$ cat config.mk
export PLATFORM = sky130hd
export DESIGN_NAME = dual_issue_ctrl_flat
export DESIGN_NICKNAME = d
export VERILOG_FILES = /design/src/rtl/dual_issue_ctrl_pkg.sv /design/src/rtl/dual_issue_ctrl_if.sv /design/src/rtl/dual_issue_ctrl_issue_hazard_chk.sv /design/src/rtl/dual_issue_ctrl.sv /design/src/flat_wrapper.sv
export SDC_FILE = /design/constraint.sdc
export NUM_CORES = 2
export LEC_CHECK = 0
export CORE_MARGIN = 5
export CORE_UTILIZATION = 60
export DETAILED_ROUTE_END_ITERATION = 12
export GPL_ROUTABILITY_DRIVEN = 0
export PLACE_DENSITY_LB_ADDON = 0.1
export SKIP_CTS_REPAIR_TIMING = 1
export SYNTH_ARGS = -nofsm -noshare
export SYNTH_HDL_FRONTEND = slang
export SYNTH_SLANG_ARGS = --single-unit
$ cat constraint.sdc
create_clock -name clk -period 33.8 [get_ports clk]
set_input_delay 6.76 -clock clk [delete_from_list [all_inputs] [get_ports clk]]
set_output_delay 6.76 -clock clk [all_outputs]
set_load 0.02 [all_outputs]
$ cat src/rtl/dual_issue_ctrl_pkg.sv
`default_nettype none
// +----------------------------------------------------------------------+
// | Module : dual_issue_ctrl_pkg                                         |
// | Brief  : Shared types and constants for the dual-issue stage.        |
// | Rev    : 1.0  initial release                                        |
// +----------------------------------------------------------------------+
package dual_issue_ctrl_pkg;

  localparam int POS_W         = 8;
  localparam int DEF_READY_LSB = 1;
  localparam int DEF_CNT_W     = 32;
  localparam int REG_AW        = 5;
  localparam int NUM_REGS      = 1 << REG_AW;
  localparam int LAT_W         = $clog2(POS_W);
  localparam int PAYLOAD_W     = 16;

  typedef logic [REG_AW-1:0] REG_ADDR;

  typedef struct packed {
    logic [31:0]          pc;
    REG_ADDR              rs;
    REG_ADDR              rt;
    REG_ADDR              rd;
    logic                 rs_used;
    logic                 rt_used;
    logic                 rd_used;
    logic [LAT_W-1:0]     lat;
    logic [PAYLOAD_W-1:0] payload;
  } ISSUE_INST;

  // position bit k set = result written back in k cycles
  typedef struct packed {
    logic [POS_W-1:0] position;
  } SCORE_BOARD_DATA;

  // One-hot position word for a writer of latency lat.
  function automatic logic [POS_W-1:0] lat_mask(input logic [LAT_W-1:0] lat);
    logic [POS_W-1:0] one;
    one = POS_W'(1);
    return one << lat;
  endfunction

endpackage
`default_nettype wire

$ cat src/rtl/dual_issue_ctrl_if.sv
`default_nettype none
// +----------------------------------------------------------------------+
// | Module : dual_issue_ctrl_if                                          |
// | Brief  : Decode, scoreboard and execute bundle of the issue stage.   |
// | Rev    : 1.0  initial release                                        |
// +----------------------------------------------------------------------+
interface dual_issue_ctrl_if;
  import dual_issue_ctrl_pkg::*;

  logic                       in_valid;
  logic [1:0]                 in_slot_valid;
  ISSUE_INST [1:0]            in_inst;
  logic                       in_ready;

  REG_ADDR [3:0]              sb_read_addr;
  SCORE_BOARD_DATA [3:0]      sb_data;
  logic [1:0]                 sb_write_ena;
  REG_ADDR [1:0]              sb_write_addr;
  SCORE_BOARD_DATA [1:0]      sb_write_data;

  logic                       ex_ready;
  logic [1:0]                 ex_valid;
  ISSUE_INST [1:0]            ex_inst;

  // Issue stage side
  modport slave (
    input  in_valid, in_slot_valid, in_inst, sb_data, ex_ready,
    output in_ready, sb_read_addr, sb_write_ena, sb_write_addr, sb_write_data,
           ex_valid, ex_inst
  );

  // Surrounding pipeline side (decode, scoreboard, execute)
  modport master (
    output in_valid, in_slot_valid, in_inst, sb_data, ex_ready,
    input  in_ready, sb_read_addr, sb_write_ena, sb_write_addr, sb_write_data,
           ex_valid, ex_inst
  );

endinterface
`default_nettype wire

$ cat src/rtl/dual_issue_ctrl_issue_hazard_chk.sv
`default_nettype none
// +----------------------------------------------------------------------+
// | Module : issue_hazard_chk                                            |
// | Brief  : Per-slot RAW readiness and WAW ordering check (pure comb).  |
// | Rev    : 1.0  initial release                                        |
// +----------------------------------------------------------------------+
module issue_hazard_chk
  import dual_issue_ctrl_pkg::*;
#(
  parameter int READY_LSB = DEF_READY_LSB
) (
  input  REG_ADDR          rs,
  input  REG_ADDR          rt,
  input  REG_ADDR          rd,
  input  logic             rs_used,
  input  logic             rt_used,
  input  logic             rd_used,
  input  logic [LAT_W-1:0] lat,
  input  SCORE_BOARD_DATA  rs_data,
  input  SCORE_BOARD_DATA  rt_data,
  input  logic [POS_W-1:0] rd_shadow_pos,
  output logic             ready,
  output logic             waw_ok
);

  logic             w_rs_ready;
  logic             w_rt_ready;
  logic [POS_W-1:0] w_rd_pos;

  // Operands are ready when nothing is outstanding beyond the bypass window;
  // the destination position reuses an operand lookup when it names the same register.
  always_comb begin
    w_rs_ready = !rs_used || (rs == '0) || ((rs_data.position >> READY_LSB) == '0);
    w_rt_ready = !rt_used || (rt == '0) || ((rt_data.position >> READY_LSB) == '0);
    if (rs_used && (rs == rd))      w_rd_pos = rs_data.position;
    else if (rt_used && (rt == rd)) w_rd_pos = rt_data.position;
    else                            w_rd_pos = rd_shadow_pos;
    ready  = w_rs_ready && w_rt_ready;
    waw_ok = !rd_used || (rd == '0) || (w_rd_pos < lat_mask(lat));
  end

endmodule
`default_nettype wire

$ cat src/rtl/dual_issue_ctrl.sv
`default_nettype none
// +----------------------------------------------------------------------+
// | Module : dual_issue_ctrl                                             |
// | Brief  : In-order dual-issue stage with scoreboard hazard checking.  |
// | Rev    : 1.0  initial release                                        |
// +----------------------------------------------------------------------+
module dual_issue_ctrl
  import dual_issue_ctrl_pkg::*;
#(
  parameter int READY_LSB = DEF_READY_LSB,
  parameter int CNT_W     = DEF_CNT_W
) (
  input  logic              clk,
  input  logic              rst,
  input  logic              flush,
  dual_issue_ctrl_if.slave  bus,
  output logic [CNT_W-1:0]  stall_count
);

  ISSUE_INST        r_b0;
  ISSUE_INST        r_b1;
  logic             r_b0_valid;
  logic             r_b1_valid;
  logic [1:0]       r_ex_valid;
  ISSUE_INST [1:0]  r_ex_inst;
  logic [CNT_W-1:0] r_stall_count;
  // Pending-writeback position of each register as written by this stage,
  // used for the destination lookup that has no scoreboard read port.
  logic [POS_W-1:0] r_shadow [NUM_REGS];

  logic       w_ready0, w_waw0, w_ready1, w_waw1;
  logic       w_b1_raw;
  logic       w_can0, w_can1;
  logic       w_all_issued;
  logic       w_in_ready;
  logic       w_load;
  logic [1:0] w_ena;

  assign bus.sb_read_addr = {r_b1.rt, r_b1.rs, r_b0.rt, r_b0.rs};
  assign bus.ex_valid     = r_ex_valid;
  assign bus.ex_inst      = r_ex_inst;
  assign bus.in_ready     = w_in_ready;
  assign stall_count      = r_stall_count;

  issue_hazard_chk #(.READY_LSB(READY_LSB)) u_chk0 (
    .rs(r_b0.rs), .rt(r_b0.rt), .rd(r_b0.rd),
    .rs_used(r_b0.rs_used), .rt_used(r_b0.rt_used), .rd_used(r_b0.rd_used),
    .lat(r_b0.lat), .rs_data(bus.sb_data[0]), .rt_data(bus.sb_data[1]),
    .rd_shadow_pos(r_shadow[r_b0.rd]), .ready(w_ready0), .waw_ok(w_waw0)
  );

  issue_hazard_chk #(.READY_LSB(READY_LSB)) u_chk1 (
    .rs(r_b1.rs), .rt(r_b1.rt), .rd(r_b1.rd),
    .rs_used(r_b1.rs_used), .rt_used(r_b1.rt_used), .rd_used(r_b1.rd_used),
    .lat(r_b1.lat), .rs_data(bus.sb_data[2]), .rt_data(bus.sb_data[3]),
    .rd_shadow_pos(r_shadow[r_b1.rd]), .ready(w_ready1), .waw_ok(w_waw1)
  );

  // Issue decision: b1 may only ride along with b0 and never consumes b0's result.
  always_comb begin
    w_b1_raw     = r_b0.rd_used && (r_b0.rd != '0) &&
                   ((r_b1.rs_used && (r_b1.rs == r_b0.rd)) ||
                    (r_b1.rt_used && (r_b1.rt == r_b0.rd)));
    w_can0       = r_b0_valid && bus.ex_ready && !flush && w_ready0 && w_waw0;
    w_can1       = w_can0 && r_b1_valid && w_ready1 && w_waw1 && !w_b1_raw;
    w_all_issued = w_can0 && (w_can1 || !r_b1_valid);
    w_in_ready   = !flush && (!r_b0_valid || w_all_issued);
    w_load       = bus.in_valid && w_in_ready;
    w_ena[1]     = w_can1 && r_b1.rd_used && (r_b1.rd != '0);
    // Same destination in one issue word: the younger write is the one that counts.
    w_ena[0]     = w_can0 && r_b0.rd_used && (r_b0.rd != '0) &&
                   !(w_ena[1] && (r_b1.rd == r_b0.rd));
  end

  // Scoreboard write port; address and data read as zero when not strobed.
  always_comb begin
    bus.sb_write_ena  = w_ena;
    bus.sb_write_addr = '0;
    bus.sb_write_data = '0;
    if (w_ena[0]) begin
      bus.sb_write_addr[0]          = r_b0.rd;
      bus.sb_write_data[0].position = lat_mask(r_b0.lat);
    end
    if (w_ena[1]) begin
      bus.sb_write_addr[1]          = r_b1.rd;
      bus.sb_write_data[1].position = lat_mask(r_b1.lat);
    end
  end

  // Instruction-pair buffer: load when drained, compact b1 into b0 on a single issue.
  always_ff @(posedge clk or posedge rst) begin
    if (rst) begin
      r_b0       <= '0;
      r_b1       <= '0;
      r_b0_valid <= 1'b0;
      r_b1_valid <= 1'b0;
    end else if (flush) begin
      r_b0_valid <= 1'b0;
      r_b1_valid <= 1'b0;
    end else if (w_load) begin
      r_b0       <= bus.in_inst[0];
      r_b1       <= bus.in_inst[1];
      r_b0_valid <= 1'b1;
      r_b1_valid <= bus.in_slot_valid[1];
    end else if (w_all_issued) begin
      r_b0_valid <= 1'b0;
      r_b1_valid <= 1'b0;
    end else if (w_can0) begin
      r_b0       <= r_b1;
      r_b0_valid <= 1'b1;
      r_b1_valid <= 1'b0;
    end
  end

  // Issue register toward execute; holds while execute is not ready.
  always_ff @(posedge clk or posedge rst) begin
    if (rst) begin
      r_ex_valid <= '0;
      r_ex_inst  <= '0;
    end else if (flush) begin
      r_ex_valid <= '0;
    end else if (bus.ex_ready) begin
      r_ex_valid <= w_can0 ? {w_can1, 1'b1} : 2'b00;
      if (w_can0) r_ex_inst <= {r_b1, r_b0};
    end
  end

  // Saturating count of cycles where the oldest instruction is blocked.
  always_ff @(posedge clk or posedge rst) begin
    if (rst) begin
      r_stall_count <= '0;
    end else if (r_b0_valid && !w_can0 && !flush && (r_stall_count != '1)) begin
      r_stall_count <= r_stall_count + 1'b1;
    end
  end

  for (genvar g = 0; g < NUM_REGS; g++) begin : g_shadow
    // Mirrors the scoreboard: a write becomes visible already shifted once, then shifts each cycle.
    always_ff @(posedge clk or posedge rst) begin
      if (rst) begin
        r_shadow[g] <= '0;
      end else if (w_ena[1] && (r_b1.rd == REG_ADDR'(g))) begin
        r_shadow[g] <= lat_mask(r_b1.lat) >> 1;
      end else if (w_ena[0] && (r_b0.rd == REG_ADDR'(g))) begin
        r_shadow[g] <= lat_mask(r_b0.lat) >> 1;
      end else begin
        r_shadow[g] <= r_shadow[g] >> 1;
      end
    end
  end

  a_slot_valid_legal : assert property (@(posedge clk) disable iff (rst)
    bus.in_valid |-> (bus.in_slot_valid != 2'b10));

  a_lat0_legal : assert property (@(posedge clk) disable iff (rst)
    (w_load && bus.in_inst[0].rd_used) |-> (bus.in_inst[0].lat != '0));

  a_lat1_legal : assert property (@(posedge clk) disable iff (rst)
    (w_load && bus.in_slot_valid[1] && bus.in_inst[1].rd_used) |-> (bus.in_inst[1].lat != '0));

endmodule
`default_nettype wire

$ cat src/flat_wrapper.sv
// flat-port wrapper written by rule: the top's interface ports become plain ports
module dual_issue_ctrl_flat import dual_issue_ctrl_pkg::*;
#(
  parameter int READY_LSB = DEF_READY_LSB,
  parameter int CNT_W     = DEF_CNT_W
)
  (clk, rst, flush, stall_count, bus_in_valid, bus_in_slot_valid, bus_in_inst, bus_sb_data, bus_ex_ready, bus_in_ready, bus_sb_read_addr, bus_sb_write_ena, bus_sb_write_addr, bus_sb_write_data, bus_ex_valid, bus_ex_inst);
  dual_issue_ctrl_if bus_i ();
  input  logic clk;
  input  logic rst;
  input  logic flush;
  output logic [CNT_W-1:0] stall_count;
  input wire logic [$bits(bus_i.in_valid)-1:0] bus_in_valid;
  input wire logic [$bits(bus_i.in_slot_valid)-1:0] bus_in_slot_valid;
  input wire logic [$bits(bus_i.in_inst)-1:0] bus_in_inst;
  input wire logic [$bits(bus_i.sb_data)-1:0] bus_sb_data;
  input wire logic [$bits(bus_i.ex_ready)-1:0] bus_ex_ready;
  output wire logic [$bits(bus_i.in_ready)-1:0] bus_in_ready;
  output wire logic [$bits(bus_i.sb_read_addr)-1:0] bus_sb_read_addr;
  output wire logic [$bits(bus_i.sb_write_ena)-1:0] bus_sb_write_ena;
  output wire logic [$bits(bus_i.sb_write_addr)-1:0] bus_sb_write_addr;
  output wire logic [$bits(bus_i.sb_write_data)-1:0] bus_sb_write_data;
  output wire logic [$bits(bus_i.ex_valid)-1:0] bus_ex_valid;
  output wire logic [$bits(bus_i.ex_inst)-1:0] bus_ex_inst;
  assign bus_i.in_valid = bus_in_valid;
  assign bus_i.in_slot_valid = bus_in_slot_valid;
  assign bus_i.in_inst = bus_in_inst;
  assign bus_i.sb_data = bus_sb_data;
  assign bus_i.ex_ready = bus_ex_ready;
  assign bus_in_ready = bus_i.in_ready;
  assign bus_sb_read_addr = bus_i.sb_read_addr;
  assign bus_sb_write_ena = bus_i.sb_write_ena;
  assign bus_sb_write_addr = bus_i.sb_write_addr;
  assign bus_sb_write_data = bus_i.sb_write_data;
  assign bus_ex_valid = bus_i.ex_valid;
  assign bus_ex_inst = bus_i.ex_inst;
  dual_issue_ctrl #(.READY_LSB(READY_LSB), .CNT_W(CNT_W)) u_core (.clk(clk), .rst(rst), .flush(flush), .bus(bus_i), .stall_count(stall_count));
endmodule
== Word level (Yosys, flattened, before mapping) ==
Index checks and enable logic that the tools add are counted.
Widths: inputs -> output; s select.
Word-level totals
  register bits: 552
  output and inout port bits: 221
Cells by class
  magnitude comparators: 4
  equal/unequal tests: 71
  reduce and logical (&&, ||, !) cells: 139
  bitwise operators: 3
  add/sub/neg operators: 1
  muxes and demuxes: 92
  shift operators: 2
Operators with widths (count)
  $mux 7: 49
  $mux 69: 3
  $mux 8: 25
  $eq 5x5->1 const B: 32
  $logic_and 1x1->1: 94
  $bmux 8 s5: 2
  $eq 5x4->1 const B: 16
  $eq 5x3->1 const B: 8
  $eq 5x5->1: 7
  $add 32x1->32 const B: 1
  $logic_not 8->1: 4
  $ne 32x32->1 const B: 1
  $logic_not 5->1: 6
  $eq 5x2->1 const B: 4
  $lt 8x8->1: 2
  $shl 1x3->8 const A: 2
  $logic_or 1x1->1: 15
  $ge 6x6->1 const B: 2
  $logic_not 1->1: 12
  $not 5->6: 2
  $eq 5x1->1 const B: 2
  $mux 5: 2
  $reduce_bool 5->1: 2
  $mux 1: 8
  7 further kinds: 11

== Logic depth before layout (Yosys ltp) ==
  depth after elaboration: 21
  gate-level depth with buffers: 23
  gate-level depth less buffers: 17

== Modules after synthesis ==
Synthesis repeated with hierarchy kept, for this count alone.
Second synthesis, totals
  cells, all modules: 2319
  area total of the unflattened synthesis: 28836.4 um^2
By module, submodules not included
  dual_issue_ctrl: area each 27635.3 um^2, times used 1, cells an instance 2151
  issue_hazard_chk: area each 600.6 um^2, times used 2, cells an instance 84

== Worst setup path before layout ==
No wires, ideal clock.
  kind: input to output
  from: in bus_sb_data[10]
  to: out bus_sb_write_data[8]
  cell stages on the path: 11
  data arrival time: 9.593 ns
  buffers on the path: 1
  slack: 17.447 ns
  data required time: 27.040 ns
  cell sequence: a21oi_1 > o21ai_0 > ha_1 > a21o_1 > a211oi_1 > o21ai_0 > a2111oi_4 > o211ai_4 > or3_1 > buf_2 > nor4_1
Between the ends
  word-level cells in the longest chain between the ends: 12
  elaborated cells on any way between the ends: 16
  those cells by class: 1 x order compare; 3 x mux; 12 x reduce/logical
RTL lines
  start: declaration: RTL line flat_wrapper.sv:16  | input wire logic [$bits(bus_i.sb_data)-1:0] bus_sb_data;
  $mux 8 or $logic_not 8->1 (tied branches): RTL line dual_issue_ctrl_issue_hazard_chk.sv:36, dual_issue_ctrl_issue_hazard_chk.sv:34
  $mux 8 or $logic_or 1x1->1 (tied branches): RTL line dual_issue_ctrl_issue_hazard_chk.sv:35, dual_issue_ctrl_issue_hazard_chk.sv:34
  $lt 8x8->1 or $logic_and 1x1->1 (tied branches): RTL line dual_issue_ctrl_issue_hazard_chk.sv:39, dual_issue_ctrl_issue_hazard_chk.sv:38
  $logic_or 1x1->1 or $logic_and 1x1->1 (tied branches): RTL line dual_issue_ctrl_issue_hazard_chk.sv:39, dual_issue_ctrl.sv:64
  $logic_and 1x1->1 (*): RTL line dual_issue_ctrl.sv:64  | w_can0 = r_b0_valid && bus.ex_ready && !flush && w_ready0 && w_waw0;
  $logic_and 1x1->1 (*) (4 in series): RTL line dual_issue_ctrl.sv:65  | w_can1 = w_can0 && r_b1_valid && w_ready1 && w_waw1 && !w_b1_raw;
  $logic_and 1x1->1 (*) (2 in series): RTL line dual_issue_ctrl.sv:69  | w_ena[1] = w_can1 && r_b1.rd_used && (r_b1.rd != '0);
  $mux 8 (*): RTL line dual_issue_ctrl.sv:84  | if (w_ena[1]) begin
  end: declaration: RTL line flat_wrapper.sv:22  | output wire logic [$bits(bus_i.sb_write_data)-1:0] bus_sb_write_data;
Every way passes the cells marked *; elsewhere a longest branch is shown, timed or not.

== Worst setup path after layout ==
  from: in bus_sb_data[10]
  to: out bus_sb_write_addr[9]
Between the ends
  word-level cells in the longest chain between the ends: 12
  elaborated cells on any way between the ends: 16
  those cells by class: 1 x order compare; 3 x mux; 12 x reduce/logical
RTL lines
  $mux 8 or $logic_not 8->1 (tied branches): RTL line dual_issue_ctrl_issue_hazard_chk.sv:36, dual_issue_ctrl_issue_hazard_chk.sv:34
  $mux 8 or $logic_or 1x1->1 (tied branches): RTL line dual_issue_ctrl_issue_hazard_chk.sv:35, dual_issue_ctrl_issue_hazard_chk.sv:34
  $lt 8x8->1 or $logic_and 1x1->1 (tied branches): RTL line dual_issue_ctrl_issue_hazard_chk.sv:39, dual_issue_ctrl_issue_hazard_chk.sv:38
  $logic_or 1x1->1 or $logic_and 1x1->1 (tied branches): RTL line dual_issue_ctrl_issue_hazard_chk.sv:39, dual_issue_ctrl.sv:64
  $logic_and 1x1->1 (*): RTL line dual_issue_ctrl.sv:64
  $logic_and 1x1->1 (*) (4 in series): RTL line dual_issue_ctrl.sv:65
  $logic_and 1x1->1 (*) (2 in series): RTL line dual_issue_ctrl.sv:69
  $mux 5 (*): RTL line dual_issue_ctrl.sv:84
  end: declaration: RTL line flat_wrapper.sv:21  | output wire logic [$bits(bus_i.sb_write_addr)-1:0] bus_sb_write_addr;
Marked as above.

==> results.json <==
{
  "outcome": "completed",
  "die-area_um2": 53000,
  "io_pins": 398,
  "cts_buffers": 56,
  "worstSetupPathType": "in -> out",
  "p_per_area_nw_per_um2": 64.3,
  "grt_pass1_wl_um": 144000,
  "hold_viol_final": 0,
  "post-route-period-util": 0.542,
  "async_flop_share": 1.00,
  "fin_skew_ns": 0.0211,
  "row_count": 80,
  "crit_path_end_kind": "output port",
  "antenna_found_initial": 17,
  "io_buffers": 396,
  "drt_iter0_markers": 2485,
  "viasPerCell": 6.43,
  "grt_max_degree": 121,
  "clk_pin_slew_ns": 0.06,
  "num_vias": 22100,
  "r2r-end": "u_core.r_b0[43]",
  "layout_commonest_cell": "dfrtp_1",
  "clockBufferDepth": 3,
  "cpPeakStageDelay_ns": 0.77,
  "startpoint_type": "input pin",
  "crit_fanout": 30,
  "grt_setup_unrepaired": "no",
  "fp.dieH_um": 230,
  "slew-limit-headroom": 0.208,
  "die_w_um": 230,
  "detail_route.wl_per_cell_um": 27.6,
  "overflow": 0,
  "place_hpwl_um": 66900,
  "drive_gt1_frac": 0.149,
  "mostFrequentLayoutCells": "dfrtp_1, nand2_1, mux2i_1",
  "reg2regPathDepth": 18,
  "crit_path_end": "bus_sb_write_addr[9]",
  "cts_tree": "built",
  "syn_to_final_growth_pct": 19.9,
  "critPathLaunch": "bus_sb_data[10]",
  "cts.sink_count": 536,
  "r2r_slack_ns": 25.63,
  "critPathRequiredTime_ns": 27.04,
  "reg2reg_from": "u_core.r_b0[22]",
  "ant_nets": 0,
  "htreeDepth": 2,
  "power_leakage_uw": 0.0154,
  "synthFlopType": "dfrtp_1",
  "syn_inst": 2504,
  "start_util": 0.608,
  "final_nets": 2962,
  "cap_violations": 0,
  "synth_nets": 2696,
  "fin_crit_ns": 18.32,
  "arrival_ns": 11.56,
  "timing.hold.ws_ns": 0.400,
  "drt_pass1_iterations": 5,
  "ir_drop_v": 0.0000515,
  "dp_slack_ns": 15.55,
  "max_clock_freq_mhz": 54.6,
  "crit_slowest_cell": "inv_2",
  "clock_latency_ns": 0.62,
  "synth_area_um2": 29100,
  "crit_chain": "clkdlybuf4s50_1 -> a21oi_1 -> o21ai_0 -> ha_1 -> a21o_1 -> a211oi_1 -> o21ai_0 -> a2111oi_4 -> o211ai_4 -> or3_1 -> inv_2 -> and2_1 -> clkdlybuf4s50_1",
  "synth_edf_count": 0,
  "tightest_slew_ns": 1.18,
  "synth-seq-cells": 536,
  "fillers": 3302,
  "fin_setup_tns_ns": 0,
  "cts_root_buf": "clkbuf_16",
  "track_usage": 0.353,
  "drc_errors": 0,
  "wl_um": 94900,
  "yosysSeqAreaShare": 0.461,
  "setup_viol": 0,
  "timing.final.ws_setup_ns": 15.48,
  "finalMaxSlewViolations": 0,
  "yosysWarnings": 0,
  "syn_avg_cell_area_um2": 11.6,
  "core_um2": 47800,
  "grt_pass1_vias": 22300,
  "hp-class": "reg -> reg",
  "synth.distinct_cells": 80
}
==> cells by family after synthesis <==
logic type      synth area share
mux                        0.295
buf+inv                   0.0415
other cells             0.000129
compound gates            0.0437
flops                      0.461
simple gates               0.132
xor+xnor                  0.0199
fa+ha+maj                0.00646
==> layer usage <==
| metal | track usage | routed length [µm] | up-vias |
|---|---|---|---|
| met5 | 0 | 119 | - |
| met4 | 0.139 | 3850 | 16 |
| met3 | 0.0873 | 8550 | 233 |
| met2 | 0.578 | 46200 | 1136 |
| met1 | 0.459 | 36200 | 11300 |
| li1 | - | - | 9438 |
==> Yosys cell counts (all sizes together), types with 22 or more instances <==
library cell / n / area share
buf: 116 / 0.024
clkbuf: 108 / 0.014
dfrtp: 536 / 0.46
inv: 25 / 0.0032
mux2: 92 / 0.036
mux2i: 460 / 0.16
mux4: 130 / 0.10
nand2: 500 / 0.065
nand3: 51 / 0.015
nor2: 64 / 0.0086
nor3: 22 / 0.0078
o21ai: 93 / 0.016
o22ai: 26 / 0.0056
xnor2: 43 / 0.013
xor2: 23 / 0.0069
==> where the power goes <==
part	internal, µW	total [µW]	switching (µW)
combinational	312	739	427
clock	355	616	261
sequential	762	888	125
total	1430	2240	813
==> final cells by class <==
cell class	instances	area, µm²	share of cell area
Clock buffer	90	1650	0.0473
Clock inverter	11	148	0.00424
Inverter	25	101	0.00291
Tap cell	615	769	0.0221
Multi-Input combinational cell	1719	14500	0.416
Timing Repair Buffer	432	4230	0.122
Sequential cell	536	13400	0.385
Antenna cell	9	22.5	0.000646
==> worst min path at each step <==
stage	from	to	slack [ns]	cells after the start
after floorplan	u_core.r_b0[0]	u_core.bus.ex_inst[0]	0.44	2
after global placement	u_core.r_shadow[253]	u_core.r_shadow[252]	0.38	0
after detailed placement	u_core.r_shadow[253]	u_core.r_shadow[252]	0.38	0
after CTS	u_core.r_shadow[253]	u_core.r_shadow[252]	0.39	0
after global routing	u_core.r_shadow[253]	u_core.r_shadow[252]	0.41	0
final	u_core.r_shadow[250]	u_core.r_shadow[249]	0.40	0
==> worst max-delay path, delay by kind of cell <==
family                     cells  cell delay (ns)
buffers and inverters          3             1.87
and+or+nand+nor                2             0.98
adders and majority gates      1             0.28
AOI/OAI and AO/OA              7             1.64
==> through the flow <==
step	utilization	std cells	instance area (µm²)	total power (µW)
final	0.728	3437	34800	2240
after global placement	0.690	3327	33000	1610
after global routing	0.728	3437	34800	2330
after CTS	0.728	3428	34800	2240
after floorplan	-	2504	29100	1290
after detailed placement	0.690	3327	33000	1630
==> sequential cells by signal, summed over array words and instances (netlist names) <==
signal                   cells
u_core.r_b1_valid            1
u_core.bus.ex_inst         138
u_core.r_b0_valid            1
u_core.r_b1                 59
u_core.bus.ex_valid          2
u_core.r_shadow            224
u_core.bus.sb_read_addr     20
u_core.stall_count          32
u_core.r_b0                 59
Power figures use the tool's default switching activity.
==> edit 1: new RTL, same settings <==
Reset style: synchronous (`rst`), changed in 4 clocked blocks.
--- a/src/rtl/dual_issue_ctrl.sv
+++ b/src/rtl/dual_issue_ctrl.sv
@@ -88,7 +88,7 @@
   end
 
   // Instruction-pair buffer: load when drained, compact b1 into b0 on a single issue.
-  always_ff @(posedge clk or posedge rst) begin
+  always_ff @(posedge clk) begin
     if (rst) begin
       r_b0       <= '0;
       r_b1       <= '0;
@@ -113,7 +113,7 @@
   end
 
   // Issue register toward execute; holds while execute is not ready.
-  always_ff @(posedge clk or posedge rst) begin
+  always_ff @(posedge clk) begin
     if (rst) begin
       r_ex_valid <= '0;
       r_ex_inst  <= '0;
@@ -126,7 +126,7 @@
   end
 
   // Saturating count of cycles where the oldest instruction is blocked.
-  always_ff @(posedge clk or posedge rst) begin
+  always_ff @(posedge clk) begin
     if (rst) begin
       r_stall_count <= '0;
     end else if (r_b0_valid && !w_can0 && !flush && (r_stall_count != '1)) begin
@@ -136,7 +136,7 @@
 
   for (genvar g = 0; g < NUM_REGS; g++) begin : g_shadow
     // Mirrors the scoreboard: a write becomes visible already shifted once, then shifts each cycle.
-    always_ff @(posedge clk or posedge rst) begin
+    always_ff @(posedge clk) begin
       if (rst) begin
         r_shadow[g] <= '0;
       end else if (w_ena[1] && (r_b1.rd == REG_ADDR'(g))) begin
Function: not settled (the Yosys comparison gave no result); the edit may change what the design does.
==> edit 1 against the unedited design <==
  * First-iteration DRC count rose by 34%
  * Utilization rose by 1.6 points
  * Synthesized area rose by 5.2%
  * Sequential share of layout area fell by 3.3 points
  * Sequential cell count rose by 10
  * Critical path type unchanged
  * Final area rose by 7.3%
  * Final cell count rose by 13%
  * Synthesized cell count rose by 7.7%
  * Wire length rose by 11%
  * Setup slack got worse by 1.1 ns
Power is not compared: it rests on default switching activity, and its combinational part moved more than twofold at a synthesized area within 25%.
==> edit 1: results (changes against the unedited design) <==
Parameter                              Value

Outcome
  Run status ... finished, final reports clean (unchanged)

Layout
  Fraction of area in non-clock buffers ... 11.4% (was 12.2%)
  # nets final ... 3326 (was 2962)
  Number of antenna cells inserted ... 17 (was 9)
  Number of clock buffers in the layout ... 89 (was 90)
  Non-Clock Buffer Count ... 433 (was 432)
  Final non-filler cell total ... 3870 (was 3437)
  Share of the final layout cell area in multi-input gates ... 45.6% (was 41.6%)
  Flip-flop and latch share of the layout cell area ... 35.3% (was 38.5%)
  Ratio of cells with drive above 1 in the final layout ... 16.0% (was 14.9%)
  Layout filler cell count ... 3500 (was 3302)

Worst setup path
  Crit-path leading delay family ... simple AND/OR/NAND/NOR gates (was buffers and inverters)
  Source of the critical timing path ... bus_sb_data[15] (was bus_sb_data[10])
  Reg-to-reg slack, setup ... 24.93 ns (was 25.63 ns)
  Arrival time at the worst endpoint ... 12.70 ns (was 11.56 ns)
  Maximum fanout count along the critical path ... 49 (was 30)
  CP endpoint ... bus_sb_write_addr[4] (was bus_sb_write_addr[9])
  Peak per-stage delay on the critical path ... 1.06 ns (was 0.77 ns)

Synth
  Async SR Flop Fraction ... 0% (was 100%)
  Primary FF master, synth ... sky130_fd_sc_hd__dfxtp_1 (was sky130_fd_sc_hd__dfrtp_1)
  Xor/xnor cell area share of the yosys netlist ... 1.89% (was 1.99%)
  Avg Synthesized Cell Area ... 11.3 um^2 (was 11.6 um^2)
  Post-synthesis compound-gate area fraction ... 5.56% (was 4.37%)
  Register area share after synthesis ... 43.1% (was 46.1%)
  Leading cell types by total area after synthesis ... sky130_fd_sc_hd__edfxtp_1, sky130_fd_sc_hd__dfxtp_1, sky130_fd_sc_hd__mux2i_1, sky130_fd_sc_hd__mux4_2, sky130_fd_sc_hd__mux2_2 (was sky130_fd_sc_hd__dfrtp_1, sky130_fd_sc_hd__mux2i_1, sky130_fd_sc_hd__mux4_2, sky130_fd_sc_hd__nand2_1, sky130_fd_sc_hd__mux2_2)
  Cell variety after synth ... 71 (was 80)
  Post-synthesis adder-cell area fraction ... 0.614% (was 0.646%)

Global routing
  Number of antenna violations at the first check in global routing ... 18 (was 17)
  Global-route wire length before repair ... 157000 um (was 144000 um)
  Global router's overall resource usage ... 36.4% (was 35.3%)
  Number of global-route vias before repair ... 24425 (was 22320)

Timing
  Setup Skew ... 0.0225 ns (was 0.0211 ns)
  Worst-case hold slack ... 0.476 ns (was 0.400 ns)
  Minimum setup slack in the final design ... 14.34 ns (was 15.48 ns)
  Headroom to the max-slew limit ... 16.2% (was 20.8%)

Die
  Count of inserted tapcells ... 672 (was 615)

Pwr
  Post-layout total power ... 1630 uW

Place
  Worst setup timing slack at the placement stage ... 14.56 ns (was 15.55 ns)

Detailed routing
  Total wire length after detailed routing ... 105000 um (was 94900 um)
  Detailed-route via count ... 24909 (was 22103)

Hold path
  Min-delay src ... u_core.r_b1[66] (was u_core.r_shadow[250])
[edit 1: cell types whose count changed in the layout (fill, tap and decap cells not counted), moves of 25 or more]
cell                       change
sky130_fd_sc_hd__conb_1      +224
sky130_fd_sc_hd__o22ai_1      -25
sky130_fd_sc_hd__o21ai_0      -70
sky130_fd_sc_hd__dfxtp_1     +318
sky130_fd_sc_hd__edfxtp_1    +224
sky130_fd_sc_hd__nand2_1     -291
sky130_fd_sc_hd__mux2_2       +90
sky130_fd_sc_hd__nor2_1      +251
sky130_fd_sc_hd__mux2i_1      +36
sky130_fd_sc_hd__a221oi_1     +71
sky130_fd_sc_hd__dfrtp_1     -532
[edit 1: routing by layer]
layer,up-vias,global-route usage [%],routed length (um)
li1,10657,-,-
met1,12209,48.7,39300
met2,1698,55.7,47400
met3,339,9.57,12700
met4,6,17.4,5930
met5,-,0,40
==> edit 2: new RTL, same settings <==
Made on the original files. `POS_W`: 8 -> 16.
--- a/src/rtl/dual_issue_ctrl_pkg.sv
+++ b/src/rtl/dual_issue_ctrl_pkg.sv
@@ -6,7 +6,7 @@
 // +----------------------------------------------------------------------+
 package dual_issue_ctrl_pkg;
 
-  localparam int POS_W         = 8;
+  localparam int POS_W         = 16;
   localparam int DEF_READY_LSB = 1;
   localparam int DEF_CNT_W     = 32;
   localparam int REG_AW        = 5;
Ports: changed (resized bus_ex_inst, bus_in_inst, bus_sb_data and bus_sb_write_data); port bits go from 398 to 450. No check against the original RTL was run, so the function may have changed too.
==> edit 2 against the unedited design <==
  * Synthesized area up 59%
  * Sequential power up 34%
  * Fmax fell by 6.2%
  * Wire length increased by 72%
  * Utilization shrank 1.7 points
  * Setup slack lost 1.2 ns
  * Sequential cell count increased by 260
  * Total power increased by 38%
  * Final area grew 55%
==> edit 2: results (changes against the unedited design) <==
Parameter                              Value

Outcome
  Run status ... finished, final reports clean (unchanged)

Detailed routing
  Detailed-route via count ... 36257 (was 22103)
  Post-route met1 wirelength ... 59400 um (was 36200 um)
  Total length of routed met3 wires ... 20000 um (was 8550 um)
  Met2 Routed Length ... 74000 um (was 46200 um)

Worst setup path
  Peak per-stage delay on the critical path ... 0.89 ns (was 0.77 ns)
  Capture instance of the worst register-to-register path ... u_core.r_shadow[389] (was u_core.r_b0[43])
  Arrival time at the worst endpoint ... 12.77 ns (was 11.56 ns)
  Source of the critical timing path ... bus_sb_data[27] (was bus_sb_data[10])

Layout
  # nets final ... 4416 (was 2962)
  Final non-filler cell total ... 5288 (was 3437)
  Ratio of cells with drive above 1 in the final layout ... 16.6% (was 14.9%)
  Number of flip-flops under the largest register name ... 480 (was 224)
  Layout filler cell count ... 5497 (was 3302)

Global routing
  Global-route wire length before repair ... 240000 um (was 144000 um)
  Number of antenna violations at the first check in global routing ... 22 (was 17)

Place
  DP Cell Count ... 5117 (was 3327)

Synth
  Register area share after synthesis ... 43.1% (was 46.1%)
  Ranking of synthesized cells by instance count ... sky130_fd_sc_hd__mux2i_1, sky130_fd_sc_hd__dfrtp_1, sky130_fd_sc_hd__nand2_1, sky130_fd_sc_hd__mux4_2, sky130_fd_sc_hd__clkbuf_1 (was sky130_fd_sc_hd__dfrtp_1, sky130_fd_sc_hd__nand2_1, sky130_fd_sc_hd__mux2i_1, sky130_fd_sc_hd__mux4_2, sky130_fd_sc_hd__clkbuf_1)
  Cell variety after synth ... 66 (was 80)
  Avg Synthesized Cell Area ... 11.8 um^2 (was 11.6 um^2)
  Leading cell types by total area after synthesis ... sky130_fd_sc_hd__dfrtp_1, sky130_fd_sc_hd__mux2i_1, sky130_fd_sc_hd__mux4_2, sky130_fd_sc_hd__nand2_1, sky130_fd_sc_hd__clkbuf_1 (was sky130_fd_sc_hd__dfrtp_1, sky130_fd_sc_hd__mux2i_1, sky130_fd_sc_hd__mux4_2, sky130_fd_sc_hd__nand2_1, sky130_fd_sc_hd__mux2_2)

Timing
  Worst-case hold slack ... 0.405 ns (was 0.400 ns)

Pwr
  Post-layout total power ... 3090 uW (was 2240 uW)
  Power dissipated in combinational cells ... 923 uW (was 739 uW)
  Maximum resistive drop on vdd ... 0.0000429 V (was 0.0000515 V)

Clock tree
  CTS buffer count ... 85 (was 56)
  Latest clock arrival within the worst-skew pair ... 0.65 ns (was 0.62 ns)
  H-tree levels ... 3 (was 2)

Hold path
  Endpoint, Worst Hold ... u_core.r_shadow[501] (was u_core.r_shadow[249])
## edit 2: changes by cell type after synthesis, sizes merged, moves of 37 or more
cell / unedited run / this run
a31oi: 0 / 71
nor4: 21 / 88
clkbuf: 108 / 269
mux2i: 460 / 900
dfrtp: 536 / 796
nand2: 500 / 550
mux4: 130 / 292
a21oi: 19 / 56
nand3: 51 / 121
## edit 2: kinds of logic after synthesis
kind of cell	Yosys count	share of synthesized area [%]
xor+xnor	66	1.25
buf+inv	452	4.42
other cells	1	0.00811
flops	796	43.1
compound gates	306	3.87
simple gates	1021	11.0
fa+ha+maj	31	0.838
mux	1264	35.5
## edit 2: final cells by class
class	instances	area [um^2]	share of cell area, %
multi-input cells	2689	24400	45.1
flip-flops and latches	796	19900	36.8
repair buffers	571	5430	10.0
clock buffers	126	2530	4.68
well taps	1030	1290	2.38
clock inverters	28	374	0.691
inverters	31	124	0.229
diodes	17	42.5	0.0785
